[config.mk]
export PLATFORM = sky130hd
export DESIGN_NAME = seg_display_mux_flat
export DESIGN_NICKNAME = d
export VERILOG_FILES = /design/src/rtl/seg_display_mux_if.sv /design/src/rtl/seg_display_mux.sv /design/src/flat_wrapper.sv
export SDC_FILE = /design/constraint.sdc
export NUM_CORES = 1
export LEC_CHECK = 0
export BUFFER_PORTS_ARGS = -buffer_cell sky130_fd_sc_hd__buf_4
export CAP_MARGIN = 20
export CORE_MARGIN = 2
export CORE_UTILIZATION = 59
export DETAILED_ROUTE_END_ITERATION = 10
export PLACE_DENSITY = 0.8
export SYNTH_ARGS = -nofsm -noshare
export SYNTH_HDL_FRONTEND = slang
export SYNTH_SLANG_ARGS = --single-unit
[constraint.sdc]
create_clock -name clk -period 5.3 [get_ports clk]
set_clock_uncertainty 0.1 [all_clocks]
set_input_delay 0.53 -clock clk [delete_from_list [all_inputs] [get_ports clk]]
set_output_delay 0.53 -clock clk [all_outputs]
set_load 0.02 [all_outputs]
[src/rtl/seg_display_mux_if.sv]
// seg_display_mux_if
//   Bundles the data-side and display-side signals of the 4-digit
//   seven-segment multiplexer.
//
//   Handshake: load is a single-cycle strobe with no back-pressure.
//   digits/dp_mask are sampled on any rising clk edge where load is 1.
//   The slave always accepts. The last strobe before a frame boundary wins.
//
//   Signals:
//     digits[15:0]  four BCD digits, [3:0] = rightmost digit 0
//     dp_mask[3:0]  decimal-point enables, bit i = digit i
//     load          capture strobe for digits/dp_mask
//     Seg[6:0]      cathodes {g,f,e,d,c,b,a}, active-low
//     decimal       decimal-point cathode, active-low
//     an[3:0]       digit anodes, active-low
//     frame_tick    one-cycle pulse on the first cycle of each frame
//     state         debug view of the slot FSM (0 = GUARD, 1 = DRIVE)
//   Modports: master drives digits/dp_mask/load, slave is the display mux.
interface seg_display_mux_if;
  logic [15:0] digits;
  logic [3:0]  dp_mask;
  logic        load;
  logic [6:0]  Seg;
  logic        decimal;
  logic [3:0]  an;
  logic        frame_tick;
  logic        state;

  modport master (
    output digits, dp_mask, load,
    input  Seg, decimal, an, frame_tick, state
  );

  modport slave (
    input  digits, dp_mask, load,
    output Seg, decimal, an, frame_tick, state
  );
endinterface

[src/rtl/seg_display_mux.sv]
// seg_display_mux
//   Time-multiplexes four BCD digits onto one seven-segment display.
//   Each digit owns a slot of REFRESH_DIV clocks. The first BLANK_CYCLES
//   clocks of every slot are a blank guard interval that suppresses ghosting.
//   New digit values are staged in a pending register. They reach the display
//   only at a frame boundary, so a frame never mixes old and new values.
//
//   Parameters:
//     REFRESH_DIV   clocks per digit slot (4 .. 2^20)
//     BLANK_CYCLES  guard clocks at the start of each slot (1 .. REFRESH_DIV-2)
//   Ports:
//     clk    system clock, rising edge
//     reset  asynchronous active-low reset
//     bus    seg_display_mux_if.slave (digits, dp_mask, load in;
//            Seg, decimal, an, frame_tick, state out)
//   Optional feature:
//     LEADING_ZERO_BLANK_EN  when defined, leading zero digits 3..1 are
//                            blanked. A digit's decimal point keeps that
//                            digit visible.
module seg_display_mux #(
  parameter int REFRESH_DIV  = 100000,
  parameter int BLANK_CYCLES = 1000
) (
  input logic              clk,
  input logic              reset,
  seg_display_mux_if.slave bus
);

  localparam int CW = $clog2(REFRESH_DIV);
  localparam logic [0:0] GUARD = 1'b0;
  localparam logic [0:0] DRIVE = 1'b1;

  logic [CW-1:0] r_cnt;
  logic [1:0]    r_idx;
  logic [15:0]   r_pend_digits;
  logic [3:0]    r_pend_dp;
  logic [15:0]   r_disp_digits;
  logic [3:0]    r_disp_dp;
  logic [0:0]    r_state;
  logic [3:0]    r_an;
  logic [6:0]    r_seg;
  logic          r_dp;
  logic          r_tick;

  logic          w_cnt_end;
  logic          w_wrap;
  logic [CW-1:0] w_cnt_nxt;
  logic [1:0]    w_idx_nxt;
  logic [15:0]   w_disp_digits_nxt;
  logic [3:0]    w_disp_dp_nxt;
  logic [0:0]    w_state_nxt;
  logic [3:0]    w_digit;
  logic          w_dp_en;
  logic [3:0]    w_visible;
  logic          w_drive;
  logic [6:0]    w_dec;

  assign w_cnt_end = (r_cnt == CW'(REFRESH_DIV - 1));
  assign w_wrap    = w_cnt_end && (r_idx == 2'd3);
  assign w_cnt_nxt = w_cnt_end ? '0 : r_cnt + 1'b1;
  assign w_idx_nxt = w_cnt_end ? r_idx + 2'd1 : r_idx;

  // A load on the wrap cycle bypasses pending and lands in the new frame.
  always_comb begin
    w_disp_digits_nxt = r_disp_digits;
    w_disp_dp_nxt     = r_disp_dp;
    if (w_wrap) begin
      w_disp_digits_nxt = bus.load ? bus.digits  : r_pend_digits;
      w_disp_dp_nxt     = bus.load ? bus.dp_mask : r_pend_dp;
    end
  end

  // Outputs are registered from next-cycle values so they line up with
  // the counter they were derived from.
  assign w_state_nxt = (w_cnt_nxt < CW'(BLANK_CYCLES)) ? GUARD : DRIVE;
  assign w_digit     = w_disp_digits_nxt[{w_idx_nxt, 2'b00} +: 4];
  assign w_dp_en     = w_disp_dp_nxt[w_idx_nxt];

`ifdef LEADING_ZERO_BLANK_EN
  // A digit is visible if it is non-zero, has its point lit, or any more
  // significant digit is visible. Digit 0 is always shown.
  always_comb begin
    w_visible[3] = (w_disp_digits_nxt[15:12] != 4'd0) || w_disp_dp_nxt[3];
    w_visible[2] = w_visible[3] || (w_disp_digits_nxt[11:8] != 4'd0) || w_disp_dp_nxt[2];
    w_visible[1] = w_visible[2] || (w_disp_digits_nxt[7:4] != 4'd0) || w_disp_dp_nxt[1];
    w_visible[0] = 1'b1;
  end
`else
  assign w_visible = 4'b1111;
`endif

  assign w_drive = (w_state_nxt == DRIVE) && w_visible[w_idx_nxt];

  always_comb begin
    case (w_digit)
      4'd0:    w_dec = 7'b1000000;
      4'd1:    w_dec = 7'b1111001;
      4'd2:    w_dec = 7'b0100100;
      4'd3:    w_dec = 7'b0110000;
      4'd4:    w_dec = 7'b0011001;
      4'd5:    w_dec = 7'b0010010;
      4'd6:    w_dec = 7'b0000010;
      4'd7:    w_dec = 7'b1111000;
      4'd8:    w_dec = 7'b0000000;
      4'd9:    w_dec = 7'b0010000;
      default: w_dec = 7'b0111111; // non-BCD codes show a dash
    endcase
  end

  always_ff @(posedge clk or negedge reset) begin
    if (!reset) begin
      r_cnt         <= '0;
      r_idx         <= 2'd0;
      r_pend_digits <= 16'h0000;
      r_pend_dp     <= 4'h0;
      r_disp_digits <= 16'h0000;
      r_disp_dp     <= 4'h0;
      r_state       <= GUARD;
      r_an          <= 4'b1111;
      r_seg         <= 7'h7F;
      r_dp          <= 1'b1;
      r_tick        <= 1'b0;
    end else begin
      r_cnt <= w_cnt_nxt;
      r_idx <= w_idx_nxt;
      if (bus.load) begin
        r_pend_digits <= bus.digits;
        r_pend_dp     <= bus.dp_mask;
      end
      r_disp_digits <= w_disp_digits_nxt;
      r_disp_dp     <= w_disp_dp_nxt;
      r_state       <= w_state_nxt;
      r_an          <= w_drive ? ~(4'b0001 << w_idx_nxt) : 4'b1111;
      r_seg         <= w_drive ? w_dec : 7'h7F;
      r_dp          <= w_drive ? ~w_dp_en : 1'b1;
      r_tick        <= w_wrap;
    end
  end

  assign bus.an         = r_an;
  assign bus.Seg        = r_seg;
  assign bus.decimal    = r_dp;
  assign bus.frame_tick = r_tick;
  assign bus.state      = r_state;

endmodule

[src/flat_wrapper.sv]
// flat-port wrapper written by rule: the top's interface ports become plain ports
module seg_display_mux_flat 
#(
  parameter int REFRESH_DIV  = 100000,
  parameter int BLANK_CYCLES = 1000
)
  (clk, reset, bus_digits, bus_dp_mask, bus_load, bus_Seg, bus_decimal, bus_an, bus_frame_tick, bus_state);
  seg_display_mux_if bus_i ();
  input logic clk;
  input logic reset;
  input wire logic [$bits(bus_i.digits)-1:0] bus_digits;
  input wire logic [$bits(bus_i.dp_mask)-1:0] bus_dp_mask;
  input wire logic [$bits(bus_i.load)-1:0] bus_load;
  output wire logic [$bits(bus_i.Seg)-1:0] bus_Seg;
  output wire logic [$bits(bus_i.decimal)-1:0] bus_decimal;
  output wire logic [$bits(bus_i.an)-1:0] bus_an;
  output wire logic [$bits(bus_i.frame_tick)-1:0] bus_frame_tick;
  output wire logic [$bits(bus_i.state)-1:0] bus_state;
  assign bus_i.digits = bus_digits;
  assign bus_i.dp_mask = bus_dp_mask;
  assign bus_i.load = bus_load;
  assign bus_Seg = bus_i.Seg;
  assign bus_decimal = bus_i.decimal;
  assign bus_an = bus_i.an;
  assign bus_frame_tick = bus_i.frame_tick;
  assign bus_state = bus_i.state;
  seg_display_mux #(.REFRESH_DIV(REFRESH_DIV), .BLANK_CYCLES(BLANK_CYCLES)) u_core (.clk(clk), .reset(reset), .bus(bus_i));
endmodule
==> flow_metrics.env <==
export IMPL_synth_edf_count=0
export IMPL_tightestPinTransition_ns=0.877
export IMPL_first_iter_violations=184
export IMPL_power_density_mw_per_mm2=257
export IMPL_irDropWorstVdd_mv=0.190
export IMPL_ys_warn_count=0
export IMPL_fin_crit_ns=3.83
export IMPL_slew_headroom_pct=41.6
export IMPL_synth_most_common_cell="dfrtp_1"
export IMPL_dr_pass1_iters=4
export IMPL_start_util_pct=61.1
export IMPL_start_kind="flip-flop"
export IMPL_fin_area_sq_mm=0.00410
export IMPL_post_dp_cell_area_sq_mm=0.00391
export IMPL_numCtsBuffers=9
export IMPL_ant_nets=0
export IMPL_drive_gt1_share_pct=28.5
export IMPL_drv_cap=0
export IMPL_setup_violations_final=0
export IMPL_critical_path_class="reg -> reg"
export IMPL_port_buffers=36
export IMPL_clk_latency_ns=0.34
export IMPL_ys_seq_area_share_pct=50.6
export IMPL_cts_root_buf="clkbuf_8"
export IMPL_die_area_sq_mm=0.00682
export IMPL_fin_crit_sh_pct=72.3
export IMPL_min_path_type="in -> async"
export IMPL_grtUsageTotal_pct=22.0
export IMPL_max_freq_ghz=0.261
export IMPL_r2r_setup_slack_ns=1.47
export IMPL_cts_sinks=73
export IMPL_dpl_hpwl_microns=4530
export IMPL_vias=2436
export IMPL_die_y_microns=82.6
export IMPL_syn_inst=318
export IMPL_drcViolationCount=0
export IMPL_hold_violations=0
export IMPL_postCtsSetupRepairBufs=0
export IMPL_reg2reg_to="u_core.bus.Seg[4]$_DFF_PN1_"
export IMPL_setup_tns_ns=0
export IMPL_async_reset_ff_share_pct=100
export IMPL_gp_congestion=0.843
export IMPL_avgRoutedWirePerCell_microns=15.7
export IMPL_postCtsResizedCells=0
export IMPL_grt_pass1_wl_microns=11000
export IMPL_hold_buffers=0
export IMPL_vias_per_cell=5.68
export IMPL_area_growth_pct=12.5
export IMPL_status="complete, no violations"
export IMPL_worstPathArrival_ns=3.98
export IMPL_crit_fanout=27
export IMPL_io_pins=37
export IMPL_cts_buffer_depth=2
export IMPL_die_w_microns=82.6
export IMPL_grt_pass1_vias=2357
export IMPL_diodes=0
export IMPL_synth_top_cell_area_share_pct=41.9
export IMPL_netlist_area_sq_mm=0.00364
export IMPL_cts_tree="built"
export IMPL_fin_nets=380
export IMPL_synth_cell_type_count=53
export IMPL_ys_seq_elements=73
export IMPL_avgSynthCellArea_sq_um=11.4
export IMPL_reg2reg_depth=12
export IMPL_overflow=0
export IMPL_ys_top_cells_by_area="dfrtp_1, dfstp_2, mux2_2"
export IMPL_clkTransAtPathRegs_ns=0.07
export IMPL_antenna_found_initial=0
export IMPL_final_max_slew_viol_count=0
export IMPL_rows=28
export IMPL_ys_flop_type="dfrtp_1"
export IMPL_endpoint_kind="flip-flop"
export IMPL_synth_top_cell_by_area="dfrtp_1"
export IMPL_grt_max_degree=74
export IMPL_synthTopCellsByCount="dfrtp_1, mux2_2, nand2_1"
export IMPL_leakage_nw=1.83
export IMPL_power_mw=1.05
export IMPL_synth_fp_nets=349
export IMPL_reg2reg_from="u_core.r_cnt[0]$_DFF_PN0_"
export IMPL_worst_ep_required_time_ns=5.45
export IMPL_h_tree_depth=3
export IMPL_rsz0062_at_grt="false"
export IMPL_routed_wl_microns=6740
export IMPL_core_area_sq_mm=0.00596
## cells by family (layout without fill, tap and decap cells)
family	Yosys count	in the layout	synth area share [%]
buffers and inverters	36	72	5.02
and+or+nand+nor	94	94	14.0
AOI/OAI and AO/OA	42	42	7.15
muxes	46	46	15.4
adders and majority gates	8	8	2.75
xor gates and xnor gates	19	19	5.09
DFF	73	73	50.6
## cells in the final DEF, fill, tap and decap left out, types with 2 or more instances in the layout
cell	n
mux2i_1	16
mux4_2	3
a21oi_1	12
inv_1	16
buf_4	37
nand3b_1	2
o21ai_0	11
and4_1	2
mux2i_4	2
nand2_1	22
dfrtp_1	61
o21ai_1	4
xor2_1	9
ha_1	8
o22ai_1	2
xnor2_1	9
clkinv_2	2
nand4_1	4
and3_1	4
nand3_1	19
dfstp_2	12
nand4b_1	2
nor4bb_1	2
clkbuf_1	3
nor3_1	4
nor3b_1	3
a31oi_1	2
nor2_1	20
nor2b_1	3
a311oi_1	2
clkbuf_8	10
mux2_4	2
mux2_2	23
## how the worst max path moves through the flow
stage	startpoint	endpoint	slack [ns]	cells past startpoint
after global placement	u_core.r_cnt[0]$_DFF_PN0_	u_core.bus.Seg[4]$_DFF_PN1_	1.78	12
after CTS	u_core.r_cnt[0]$_DFF_PN0_	u_core.bus.Seg[4]$_DFF_PN1_	1.50	12
after detailed placement	u_core.r_cnt[0]$_DFF_PN0_	u_core.bus.Seg[4]$_DFF_PN1_	1.56	12
after global routing	u_core.r_idx[0]$_DFF_PN0_	u_core.bus.Seg[4]$_DFF_PN1_	1.20	9
final	u_core.r_cnt[0]$_DFF_PN0_	u_core.bus.Seg[4]$_DFF_PN1_	1.47	12
after floorplan	u_core.r_cnt[0]$_DFF_PN0_	u_core.bus.Seg[4]$_DFF_PN1_	2.53	11
## registers in the layout, indices dropped and copies added, names as in the netlist
register / count
u_core.r_cnt: 17
u_core.r_disp_digits: 16
u_core.r_disp_dp: 4
u_core.r_idx: 2
u_core.bus.decimal: 1
u_core.bus.state: 1
u_core.r_pend_digits: 16
u_core.bus.an: 4
u_core.bus.frame_tick: 1
u_core.r_pend_dp: 4
u_core.bus.Seg: 7
## layout make-up
class / instances / area (sq um)
Tap cell: 75 / 93.8
Timing Repair Buffer: 37 / 278
Inverter: 19 / 78.8
Sequential cell: 73 / 1840
Clock buffer: 13 / 149
Clock inverter: 3 / 40.0
Multi-Input combinational cell: 209 / 1620
Fill cell: 442 / 1860
## metal layers
metal | vias up | wire length [microns] | GRT usage, %
met5 | - | 0 | 0
met4 | 0 | 142 | 12.1
met3 | 13 | 255 | 3.48
met2 | 55 | 3230 | 34.5
met1 | 1196 | 3120 | 29.2
li1 | 1172 | - | -
## metrics by stage
step                std cells  setup WS, ns  hold WS, ns  utilization (%)
finish                    429          1.47        0.195             68.8
global route              429          1.20        0.293             68.8
CTS                       429          1.50        0.238             68.8
detailed placement        413          1.56        0.374             65.6
global placement          413          1.78        0.361             65.6
floorplan                 318          2.53        0.134                -
## worst max-delay path, stage by stage (launching register included)
cell      delay, ns
dfrtp_1        0.41
ha_1           0.26
and4_4         0.23
and4_1         0.19
buf_4          0.24
nand2_1        0.28
clkinv_1       0.53
mux2i_1        0.27
o22ai_1        0.39
nor2_1         0.17
ha_1           0.23
nor3b_1        0.14
o31ai_1        0.28
## power breakdown
part | total, mW | switching [mW] | leakage, nW | internal (mW)
registers | 0.576 | 0.00367 | 0.882 | 0.572
logic | 0.0523 | 0.0281 | 0.855 | 0.0242
clock network | 0.424 | 0.195 | 0.0974 | 0.229
total | 1.05 | 0.227 | 1.83 | 0.826
Note: power is estimated with default switching activity, not from simulation.
